[src/rtl/modulo_updown_counter_pkg.sv]
// Shared types and parameter legality check for the modulo up/down counter.
package modulo_updown_counter_pkg;

    typedef enum logic {
        WRAP     = 1'b0,
        SATURATE = 1'b1
    } cnt_mode_e;

    // Legal ranges: 1 <= MAX_VAL <= 2**WIDTH-1, 1 <= STEP <= MAX_VAL, DIV >= 1.
    function automatic bit params_legal(int width, int max_val, int step, int div);
        return (width >= 1) && (width <= 30)
            && (max_val >= 1) && (max_val <= (1 << width) - 1)
            && (step >= 1) && (step <= max_val)
            && (div >= 1);
    endfunction

endpackage

[src/rtl/modulo_updown_counter_if.sv]
// Control and status bundle of the modulo up/down counter.
interface modulo_updown_counter_if #(
    parameter int WIDTH = 4
);
    import modulo_updown_counter_pkg::*;

    logic             enable;
    logic             up_down;
    cnt_mode_e        mode;
    logic             load;
    logic [WIDTH-1:0] load_val;
    logic             clr_flags;
    logic [WIDTH-1:0] q;
    logic             tc;
    logic             ovf;
    logic             unf;

    modport master (
        output enable, up_down, mode, load, load_val, clr_flags,
        input  q, tc, ovf, unf
    );

    modport slave (
        input  enable, up_down, mode, load, load_val, clr_flags,
        output q, tc, ovf, unf
    );

endinterface

[src/rtl/modulo_updown_counter_tick_prescaler.sv]
// Enable prescaler: one tick per DIV enabled cycles; the count holds while enable is low.
module tick_prescaler #(
    parameter int DIV = 1
) (
    input  logic clk,
    input  logic reset,
    input  logic clr,
    input  logic enable,
    output logic tick
);

    if (DIV == 1) begin : g_passthru
        logic w_unused;
        assign w_unused = ^{clk, reset, clr};
        assign tick     = enable;
    end else begin : g_div
        localparam int              CW   = $clog2(DIV);
        localparam logic [CW-1:0]   LAST = CW'(DIV - 1);

        logic [CW-1:0] r_cnt;

        // NOTE: sequential state uses non-blocking assignments so every register
        // samples pre-edge values regardless of process ordering.
        always_ff @(posedge clk) begin
            if (reset || clr) begin
                r_cnt <= '0;
            end else if (enable) begin
                r_cnt <= (r_cnt == LAST) ? '0 : r_cnt + CW'(1);
            end
        end

        assign tick = enable && (r_cnt == LAST);
    end

endmodule

[src/rtl/modulo_updown_counter.sv]
// Parametrised modulo up/down counter with load, wrap/saturate, prescaler,
// terminal-count pulse and sticky overflow/underflow flags.
module modulo_updown_counter
    import modulo_updown_counter_pkg::*;
#(
    parameter int WIDTH   = 4,
    parameter int MAX_VAL = 9,
    parameter int STEP    = 1,
    parameter int DIV     = 1
) (
    input  logic                      clk,
    input  logic                      reset,
    modulo_updown_counter_if.slave    bus
);

    if (!params_legal(WIDTH, MAX_VAL, STEP, DIV)) begin : g_bad_params
        $error("modulo_updown_counter: illegal parameters WIDTH=%0d MAX_VAL=%0d STEP=%0d DIV=%0d",
               WIDTH, MAX_VAL, STEP, DIV);
    end

    // One extra bit so q+STEP and q+MAX_VAL+1 never wrap silently.
    localparam int EW = WIDTH + 1;
    typedef logic [EW-1:0] ext_t;
    localparam ext_t MAX_X  = ext_t'(MAX_VAL);
    localparam ext_t STEP_X = ext_t'(STEP);
    localparam ext_t MOD_X  = ext_t'(MAX_VAL + 1);

    logic             w_tick;
    logic [WIDTH-1:0] r_q;
    logic             r_tc;
    logic             r_ovf;
    logic             r_unf;
    logic [WIDTH-1:0] w_q_nxt;
    logic             w_tc_nxt;
    logic             w_ovf_set;
    logic             w_unf_set;
    ext_t             w_q_x;
    ext_t             w_up_x;
    ext_t             w_ld_x;

    tick_prescaler #(.DIV(DIV)) u_prescaler (
        .clk    (clk),
        .reset  (reset),
        .clr    (bus.load),
        .enable (bus.enable),
        .tick   (w_tick)
    );

    always_comb begin
        // NOTE: every output of this block gets a default first, so no path can
        // leave a value unassigned and infer a latch.
        w_q_x     = ext_t'(r_q);
        w_up_x    = w_q_x + STEP_X;
        w_ld_x    = ext_t'(bus.load_val);
        w_q_nxt   = r_q;
        w_tc_nxt  = 1'b0;
        w_ovf_set = 1'b0;
        w_unf_set = 1'b0;

        if (bus.load) begin
            w_q_nxt = (w_ld_x > MAX_X) ? WIDTH'(MAX_VAL) : bus.load_val;
        end else if (w_tick) begin
            if (bus.up_down) begin
                if (w_up_x <= MAX_X) begin
                    w_q_nxt = WIDTH'(w_up_x);
                end else begin
                    w_tc_nxt  = 1'b1;
                    w_ovf_set = 1'b1;
                    w_q_nxt   = (bus.mode == WRAP) ? WIDTH'(w_up_x - MOD_X) : WIDTH'(MAX_VAL);
                end
            end else begin
                if (w_q_x >= STEP_X) begin
                    w_q_nxt = WIDTH'(w_q_x - STEP_X);
                end else begin
                    w_tc_nxt  = 1'b1;
                    w_unf_set = 1'b1;
                    w_q_nxt   = (bus.mode == WRAP) ? WIDTH'(w_q_x + MOD_X - STEP_X) : '0;
                end
            end
        end
    end

    // A new crossing in the same cycle as clr_flags leaves the flag set.
    always_ff @(posedge clk) begin
        if (reset) begin
            r_q   <= '0;
            r_tc  <= 1'b0;
            r_ovf <= 1'b0;
            r_unf <= 1'b0;
        end else begin
            r_q   <= w_q_nxt;
            r_tc  <= w_tc_nxt;
            r_ovf <= w_ovf_set | (r_ovf & ~bus.clr_flags);
            r_unf <= w_unf_set | (r_unf & ~bus.clr_flags);
        end
    end

    assign bus.q   = r_q;
    assign bus.tc  = r_tc;
    assign bus.ovf = r_ovf;
    assign bus.unf = r_unf;

endmodule

[src/flat_wrapper.sv]
// flat-port wrapper written by rule: the top's interface ports become plain ports
module modulo_updown_counter_flat import modulo_updown_counter_pkg::*;
#(
    parameter int WIDTH   = 4,
    parameter int MAX_VAL = 9,
    parameter int STEP    = 1,
    parameter int DIV     = 1
)
  (clk, reset, bus_enable, bus_up_down, bus_mode, bus_load, bus_load_val, bus_clr_flags, bus_q, bus_tc, bus_ovf, bus_unf);
  modulo_updown_counter_if #(.WIDTH(WIDTH)) bus_i ();
  input  logic clk;
  input  logic reset;
  input wire logic [$bits(bus_i.enable)-1:0] bus_enable;
  input wire logic [$bits(bus_i.up_down)-1:0] bus_up_down;
  input wire logic [$bits(bus_i.mode)-1:0] bus_mode;
  input wire logic [$bits(bus_i.load)-1:0] bus_load;
  input wire logic [$bits(bus_i.load_val)-1:0] bus_load_val;
  input wire logic [$bits(bus_i.clr_flags)-1:0] bus_clr_flags;
  output wire logic [$bits(bus_i.q)-1:0] bus_q;
  output wire logic [$bits(bus_i.tc)-1:0] bus_tc;
  output wire logic [$bits(bus_i.ovf)-1:0] bus_ovf;
  output wire logic [$bits(bus_i.unf)-1:0] bus_unf;
  assign bus_i.enable = bus_enable;
  assign bus_i.up_down = bus_up_down;
  assign bus_i.mode = bus_mode;
  assign bus_i.load = bus_load;
  assign bus_i.load_val = bus_load_val;
  assign bus_i.clr_flags = bus_clr_flags;
  assign bus_q = bus_i.q;
  assign bus_tc = bus_i.tc;
  assign bus_ovf = bus_i.ovf;
  assign bus_unf = bus_i.unf;
  modulo_updown_counter #(.WIDTH(WIDTH), .MAX_VAL(MAX_VAL), .STEP(STEP), .DIV(DIV)) u_core (.clk(clk), .reset(reset), .bus(bus_i));
endmodule
[config.mk]
export PLATFORM = sky130hd
export DESIGN_NAME = modulo_updown_counter_flat
export DESIGN_NICKNAME = d
export VERILOG_FILES = /design/src/rtl/modulo_updown_counter_pkg.sv /design/src/rtl/modulo_updown_counter_if.sv /design/src/rtl/modulo_updown_counter_tick_prescaler.sv /design/src/rtl/modulo_updown_counter.sv /design/src/flat_wrapper.sv
export SDC_FILE = /design/constraint.sdc
export NUM_CORES = 1
export LEC_CHECK = 0
export CAP_MARGIN = 20
export CORE_MARGIN = 4
export CORE_UTILIZATION = 50
export DETAILED_ROUTE_END_ITERATION = 16
export PLACE_DENSITY = 0.8
export SYNTH_ARGS = -nofsm -noshare
export SYNTH_HDL_FRONTEND = slang
export SYNTH_HIERARCHICAL = 1
export SYNTH_SLANG_ARGS = --single-unit
[constraint.sdc]
create_clock -name clk -period 5.01 [get_ports clk]
set_input_delay 0.501 -clock clk [delete_from_list [all_inputs] [get_ports clk]]
set_output_delay 0.501 -clock clk [all_outputs]
set_load 0.01 [all_outputs]
**Yosys cells after proc, flatten, opt, wreduce, memory -nomap -nowiden**

Cells that the tools add are included.

- Flip-flop bits (word level): 7
- Input port bits: 11

- Add/sub/neg operators: 5
- Mux-type cells: 17
- Reduce and logical (&&, ||, !) cells: 2
- Bitwise operators: 6
- Magnitude comparators: 3

Operators by type and width:

| operator | number |
|---|---|
| $mux W4 | 8 |
| $mux W1 | 9 |
| $sub A4 B1 Y4 const B | 2 |
| $add A4 B1 Y5 const B | 1 |
| $le A5 B4 Y1 const B | 1 |
| $add A4 B4 Y4 const B | 1 |
| $ge A4 B1 Y1 const B | 1 |
| $gt A4 B4 Y1 const B | 1 |
| $sub A4 B4 Y4 const B | 1 |
| $reduce_or A3 Y1 | 1 |
| $and A1 B1 Y1 | 2 |
| $not A1 Y1 | 2 |
| $or A1 B1 Y1 | 2 |
| $reduce_bool A2 Y1 | 1 |

**Logic depth before layout (Yosys ltp)**

Gate-level depths: netlist of the first run.

- Depth in word-level cells: 7
- Gate-level depth with buffers: 9

**Modules after synthesis**

Netlist of the first run, hierarchy kept.

Modules (own cells, without submodules):

| module | area each (um^2) | cells each | instances |
|---|---|---|---|
| modulo_updown_counter | 753.2 | 98 | 1 |
| tick_prescaler | 7.5 | 1 | 1 |

**Worst setup path after synthesis of the first run**

OpenSTA, ideal clock, no wires.

- Kind: reg2reg
- From: register u_core.r_q[0], in the netlist u_core/bus.q[0]
- To: register u_core.r_q[1], in the netlist u_core/bus.q[1]
- Data arrival time: 2205 ps
- Slack: 2683 ps
- Period minus slack after synthesis: 2327 ps
- Buffers on the path: 0
- Cell stages (with the launch flop): 10
- Data required time: 4888 ps
- Cell sequence: dfxtp_1 > inv_1 > ha_1 > inv_1 > ha_1 > nor2b_1 > o21bai_1 > a311oi_2 > nand2_1 > a311o_1

- Cells in the longest elaborated chain, start to end: 7

RTL lines:

| item | RTL line | source |
|---|---|---|
| start: declaration | modulo_updown_counter.sv:29 | `logic [WIDTH-1:0] r_q;` |
| start signal: assignment | modulo_updown_counter.sv:91 | `r_q <= w_q_nxt;` |
| $add A4 B4 Y4 / $add A4 B1 Y5 (equally long branches) | modulo_updown_counter.sv:77, modulo_updown_counter.sv:53 |  |
| $sub A4 B1 Y4 / $sub A4 B4 Y4 (equally long branches) | modulo_updown_counter.sv:77, modulo_updown_counter.sv:69 |  |
| $mux W4 (on tied branches) | modulo_updown_counter.sv:77, modulo_updown_counter.sv:69 |  |
| $mux W4 (on tied branches) | modulo_updown_counter.sv:72, modulo_updown_counter.sv:64 |  |
| $mux W4 (*) | modulo_updown_counter.sv:63 | `if (bus.up_down) begin` |
| $mux W4 (*) | modulo_updown_counter.sv:62 | `end else if (w_tick) begin` |
| $mux W4 (*) | modulo_updown_counter.sv:60 | `if (bus.load) begin` |

Mark *: on every way between the ends. The rest lies on a longest branch, timed or not. The select of a mux whose other input is x is not followed.
A chain may end at the register's enable or synchronous reset.

**Final worst setup path of the first run**

Same ends and word-level chain as after synthesis.

==> results of run 1 <==
worst max-delay path: stages (launching register included):
cell and delay, ps:
dfxtp_1 510, inv_1 130, ha_1 410, inv_1 160
ha_1 160, nor2b_1 170, o21bai_1 100, a311oi_2 500
nand2_1 100, a311o_1 320
cell type report:
cell class | instances | share of cell area (%)
multi-input combinational | 80 | 59.22
tap | 15 | 2.005
clock buffer | 4 | 2.807
timing repair buffer | 17 | 18.18
inverter | 7 | 2.807
sequential | 7 | 14.97
power breakdown:
group,total [mW],switching (mW),internal [mW]
registers,0.0673,0.00838,0.0589
logic,0.0861,0.0457,0.0405
clock network,0.0543,0.0238,0.0306
per-layer routing:
layer / GRT usage (%) / routed length, um
met1: 27.98 / 844
met4: 12.15 / 65
met3: 4.981 / 219
met2: 38.21 / 1041
met5: 0 / 0
cells by family after synthesis:
family,after synthesis,synth area share (%)
simple gates,44,32.57
compound gates,28,27.14
buf+inv,12,8.717
flops,7,18.42
fa+ha+maj,4,6.579
xor+xnor,2,2.303
mux,2,4.276
flip-flops by register name, indices dropped and copies added (netlist names):
register        flops
u_core/bus.tc       1
u_core/bus.ovf      1
u_core/bus.unf      1
u_core/bus.q        4
cell usage in the layout (no fill, tap or decap), types with 2 or more instances in the layout:
cell,synthesis,routed
clkbuf_4,0,3
clkdlybuf4s50_1,0,17
nand3_1,5,5
nor2b_1,5,5
a21oi_1,7,7
nand2_1,11,11
nor2_1,8,8
a32oi_1,2,2
o21ai_0,6,6
inv_1,6,6
nand2b_1,3,3
or4_1,2,2
nor3_1,2,2
dfxtp_1,7,7
xnor2_1,2,2
ha_1,4,4
worst paths after layout:
check / start / to / slack [ps] / depth (start not counted)
min: u_core/bus.unf$_SDFF_PP0_ / u_core/bus.unf$_SDFF_PP0_ / 500 / 2
max: u_core/bus.q[0]$_SDFFE_PP0P_ / u_core/bus.q[1]$_SDFFE_PP0P_ / 2330 / 9
min reg2reg: u_core/bus.unf$_SDFF_PP0_ / u_core/bus.unf$_SDFF_PP0_ / 500 / 2
max reg2reg: u_core/bus.q[0]$_SDFFE_PP0P_ / u_core/bus.q[1]$_SDFFE_PP0P_ / 2330 / 9
==> flow_summary.json, run 1 <==
{
  "start_util_pct": 55.68,
  "critPathLaunchType": "flop",
  "cts.sinks": 7,
  "synthToLayoutAreaGrowth_pct": 23.03,
  "placed_cells": 126,
  "grt_pass1_vias": 797,
  "synth_seq_area_share_pct": 18.42,
  "synth_seq_cells": 7,
  "synth_nets": 114,
  "detailedPlacementHpwl_mm": 1.597,
  "power.total_uw": 207.8,
  "drt-pass1-iter-count": 4,
  "diodes": 0,
  "cp_data_arrival_time_ps": 2830,
  "clk_pin_slew_worst_paths_ps": 60,
  "cp_max_fo": 11,
  "clk_latency_ps": 260,
  "placed_area_sq_um": 909.6,
  "timing.final.ws_setup_ps": 2327,
  "ir_drop_mv": 0.1416,
  "syn_area_sq_um": 760.7,
  "yosys-top-cells-count": "nand2_1, nor2_1, a21oi_1, dfxtp_1",
  "track_usage_pct": 23.15,
  "end_kind": "flop",
  "cts_hold_buffers": 0,
  "via_per_inst": 6.446,
  "via_count": 838,
  "drv_slew": 0,
  "synth-edff-count": 0,
  "whs_ps": 498.4,
  "final_util_pct": 68.50,
  "rsz0062_at_grt": "false",
  "overflow": 0,
  "fmax_mhz": 372.8,
  "hp-class": "flop to flop",
  "slew_headroom_pct": 65.50,
  "post-route-period-util_pct": 53.55,
  "synthDistinctLibCells": 41,
  "synth_cells": 99,
  "htreeDepth": 1,
  "finalCriticalPeriod_ps": 2683,
  "coreArea_sq_mm": 0.001366,
  "finalSetupViolCount": 0,
  "final_area_sq_um": 935.9,
  "synth_area_leaders": "dfxtp_1, ha_1, nand2_1",
  "gp_congestion": 0.8841,
  "cts_root_buf": "clkbuf_4",
  "grt_max_degree": 13,
  "tritoncts": "done",
  "cts_buffers": 3,
  "synth-async-reset-ratio_pct": 0,
  "finalHoldViolations": 0,
  "ant_nets": 0,
  "cts_buffer_depth": 2,
  "rows": 13,
  "cts-resized-gates": 0,
  "synth_flop_cell": "dfxtp_1",
  "antenna_found_initial": 0,
  "io_pins": 18,
  "finalSetupTns_ps": 0,
  "post_layout_nonfiller_instances": 130,
  "place_ws_ps": 2422,
  "status": "complete, no violations",
  "multiInputGateArea_sq_um": 554.3,
  "powerDensity_mw_per_mm2": 222.0,
  "cp.required_ps": 5160,
  "grt_pass1_wl_mm": 3.608,
  "initialDrtViolationCount": 33,
  "synth.most_common_cell": "nand2_1",
  "critPathKind": "flop to flop",
  "yosys.area.top_type": "dfxtp_1",
  "dieArea_sq_mm": 0.002209,
  "portBuffers": 17,
  "drcViolationCount": 0,
  "ff_latch_area_sq_um": 140.1,
  "synth_area_per_cell_sq_um": 7.684,
  "fin_nets": 131,
  "drive_gt1_share_pct": 8.696,
  "cap_viol_max_count": 0,
  "fillerInstances": 133,
  "routedWlPerCell_um": 16.70,
  "dieWidth_um": 47.01,
  "worstMarginPinSlew_ps": 516.8,
  "power.leakage_nw": 0.3522,
  "finClkSkew_ps": 3.606,
  "die_y_um": 47.01,
  "wl_mm": 2.171,
  "yosysWarnings": 6,
  "yosys.area.top_type_share_pct": 18.42,
  "cts_setup_buffers": 0
}
Note: power is estimated with default switching activity, not from simulation.
==> run 2: changes to the inputs <==
CORE_UTILIZATION = 48   (was 50)
PLACE_DENSITY = 0.77   (was 0.8)
clock period = 2.55 ns   (was 5.01 ns; I/O delays follow)
==> run 2 against run 1 <==
Effect of this change: sequential power grew 87%; clock power increased by 83%; global-route usage is 2.9 points lower; wire length down 3.2%; sequential share of layout area is 0.76 points lower; register-to-register slack worse by 2200 ps; largest power group unchanged; sequential cell count unchanged; highest routed layer is now met3; largest cell class unchanged; total power increased by 99%.
==> flow_summary.json, run 2 (synthesized netlist as in run 1, its figures left out) <==
{
  "htreeDepth": 1,
  "io_pins": 18,
  "hold_path_depth": 2,
  "critPathLaunchType": "flop",
  "grt_pass1_wl_mm": 3.291,
  "drive_gt1_share_pct": 12.50,
  "dieArea_sq_mm": 0.002286,
  "via_count": 841,
  "cts_buffers": 3,
  "rows": 14,
  "clk_pin_slew_worst_paths_ps": 60,
  "detailedPlacementHpwl_mm": 1.629,
  "switchingPower_uw": 147.6,
  "drcViolationCount": 0,
  "finalSetupViolCount": 0,
  "end_kind": "flop",
  "ff_latch_area_sq_um": 140.1,
  "slew_headroom_pct": 71.08,
  "slowest_delay_ps": 430,
  "grt_pass1_vias": 752,
  "finClkSkew_ps": 4.499,
  "finalCriticalPeriod_ps": 2382,
  "final_common_cell": "clkdlybuf4s50_1",
  "clk_latency_ps": 250,
  "pwr-share-comb_pct": 45.5,
  "final_cell_mix": "clkdlybuf4s50_1, nand2_1, nor2_1, a21oi_1, dfxtp_1",
  "cp_data_arrival_time_ps": 2510,
  "power.share.switching_pct": 35.70,
  "crit_chain": "inv_1 > ha_1 > inv_1 > ha_1 > nor2b_1 > o21bai_1 > a311oi_4 > nand2_1 > a311o_1",
  "drt-pass1-iter-count": 4,
  "hp-class": "flop to flop",
  "via_per_inst": 6.184,
  "cp.required_ps": 2680,
  "met1_usage_pct": 25.90,
  "timing.final.ws_setup_ps": 168.4,
  "worstMarginPinSlew_ps": 433.2,
  "tritoncts": "done",
  "cts_root_buf": "clkbuf_4",
  "critPathKind": "flop to flop",
  "cp.depth": 9,
  "cp_max_fo": 7,
  "busiest_layer": "met2",
  "finalHoldViolations": 0,
  "routedWlPerCell_um": 15.45,
  "reg2reg_depth": 9,
  "portBuffers": 17,
  "coreArea_sq_mm": 0.001506,
  "place_ws_ps": 154.4,
  "r2r-start": "u_core/bus.q[1]$_SDFFE_PP0P_",
  "seqPwrFrac_pct": 30.5,
  "grt_max_degree": 12,
  "clkPwrFrac_pct": 24.1,
  "power.total_uw": 413.4,
  "dieWidth_um": 47.81,
  "crit_family": "compound AO/OA/AOI/OAI gates",
  "crit_buf_inv": 2,
  "r2r_end": "u_core/bus.q[1]$_SDFFE_PP0P_",
  "post-route-period-util_pct": 93.40,
  "status": "complete, no violations",
  "worstHoldStart": "u_core/bus.ovf$_SDFF_PP0_",
  "critical_path.slowest_cell": "dfxtp_1",
  "final_util_pct": 65.45,
  "initialDrtViolationCount": 33,
  "diodes": 0,
  "grtUsageMet3_pct": 3.759,
  "track_usage_pct": 20.23,
  "cts_hold_buffers": 0,
  "synthToLayoutAreaGrowth_pct": 29.61,
  "fin_nets": 136,
  "antenna_found_initial": 0,
  "final_area_sq_um": 985.9,
  "p_int_uw": 265.8,
  "start_util_pct": 50.50,
  "whs_ps": 503.5,
  "largest_register_ffs": 4,
  "multiInputGateArea_sq_um": 565.5,
  "cts_buffer_depth": 2,
  "fmax_mhz": 419.9,
  "rrSetupSlack_ps": 170,
  "cap_viol_max_count": 0,
  "wl_mm": 2.101,
  "grtUsageMet2_pct": 34.83,
  "drv_slew": 0,
  "fillerInstances": 143,
  "gp_congestion": 0.8915,
  "powerDensity_mw_per_mm2": 419.3,
  "ant_nets": 0,
  "placed_area_sq_um": 948.4,
  "die_y_um": 47.81,
  "whs_endpoint": "u_core/bus.ovf$_SDFF_PP0_",
  "overflow": 0,
  "cts.sinks": 7,
  "ir_drop_mv": 0.3041,
  "power.leakage_nw": 0.3790
}
## run 2: cell count changes in the layout (fill, tap and decap cells not counted)
cell and change:
buf_4 +5, a311oi_2 -1, a311oi_4 +1
## run 2: worst reg2reg max path, cell delays in order, from the launching register on
cell,delay (ps)
dfxtp_1,430
inv_1,130
ha_1,310
inv_1,130
ha_1,150
nor2b_1,160
o21bai_1,120
a311oi_4,400
nand2_1,90
a311o_1,330
## run 2: what timing repair did
item	4_1_cts	5_1_grt
endpoints found under the setup margin	0	3
gates resized for setup	0	1
setup buffers	0	0
## run 2: layer usage
layer  vias to the layer above  routed length (um)
li1                        411                   -
met1                       395                 854
met2                        35                1090
met3                         0                 156
met4                         0                   0
met5                         -                   0
## run 2: power by group through the flow
stage	sequential (mW)	clock [mW]	combinational [mW]
final	0.126	0.0995	0.188
after global routing	0.127	0.109	0.207
after CTS	0.126	0.102	0.182
after detailed placement	0.128	0	0.182
after global placement	0.127	0	0.178
after floorplan	0.129	0	0.116
## run 2: layout make-up
type / instances / area share, %
tap: 16 / 2.030
clock buffer: 4 / 2.665
inverter: 7 / 2.665
timing repair buffer: 22 / 21.07
multi-input combinational: 80 / 57.36
sequential: 7 / 14.21
## run 2: worst max path at each step
stage | start | to
after floorplan | u_core/bus.q[0]$_SDFFE_PP0P_ | u_core/bus.q[1]$_SDFFE_PP0P_
after global placement | u_core/bus.q[1]$_SDFFE_PP0P_ | u_core/bus.q[1]$_SDFFE_PP0P_
after detailed placement | u_core/bus.q[1]$_SDFFE_PP0P_ | u_core/bus.q[1]$_SDFFE_PP0P_
after CTS | u_core/bus.q[1]$_SDFFE_PP0P_ | u_core/bus.q[1]$_SDFFE_PP0P_
after global routing | u_core/bus.q[1]$_SDFFE_PP0P_ | u_core/bus.q[1]$_SDFFE_PP0P_
final | u_core/bus.q[1]$_SDFFE_PP0P_ | u_core/bus.q[1]$_SDFFE_PP0P_
## run 2: per-stage QoR
stage,cells,TNS (ps)
6_report,136,0
2_1_floorplan,99,0
3_5_place_dp,132,0
5_1_grt,136,-0.04974
4_1_cts,136,0
3_3_place_gp,132,0
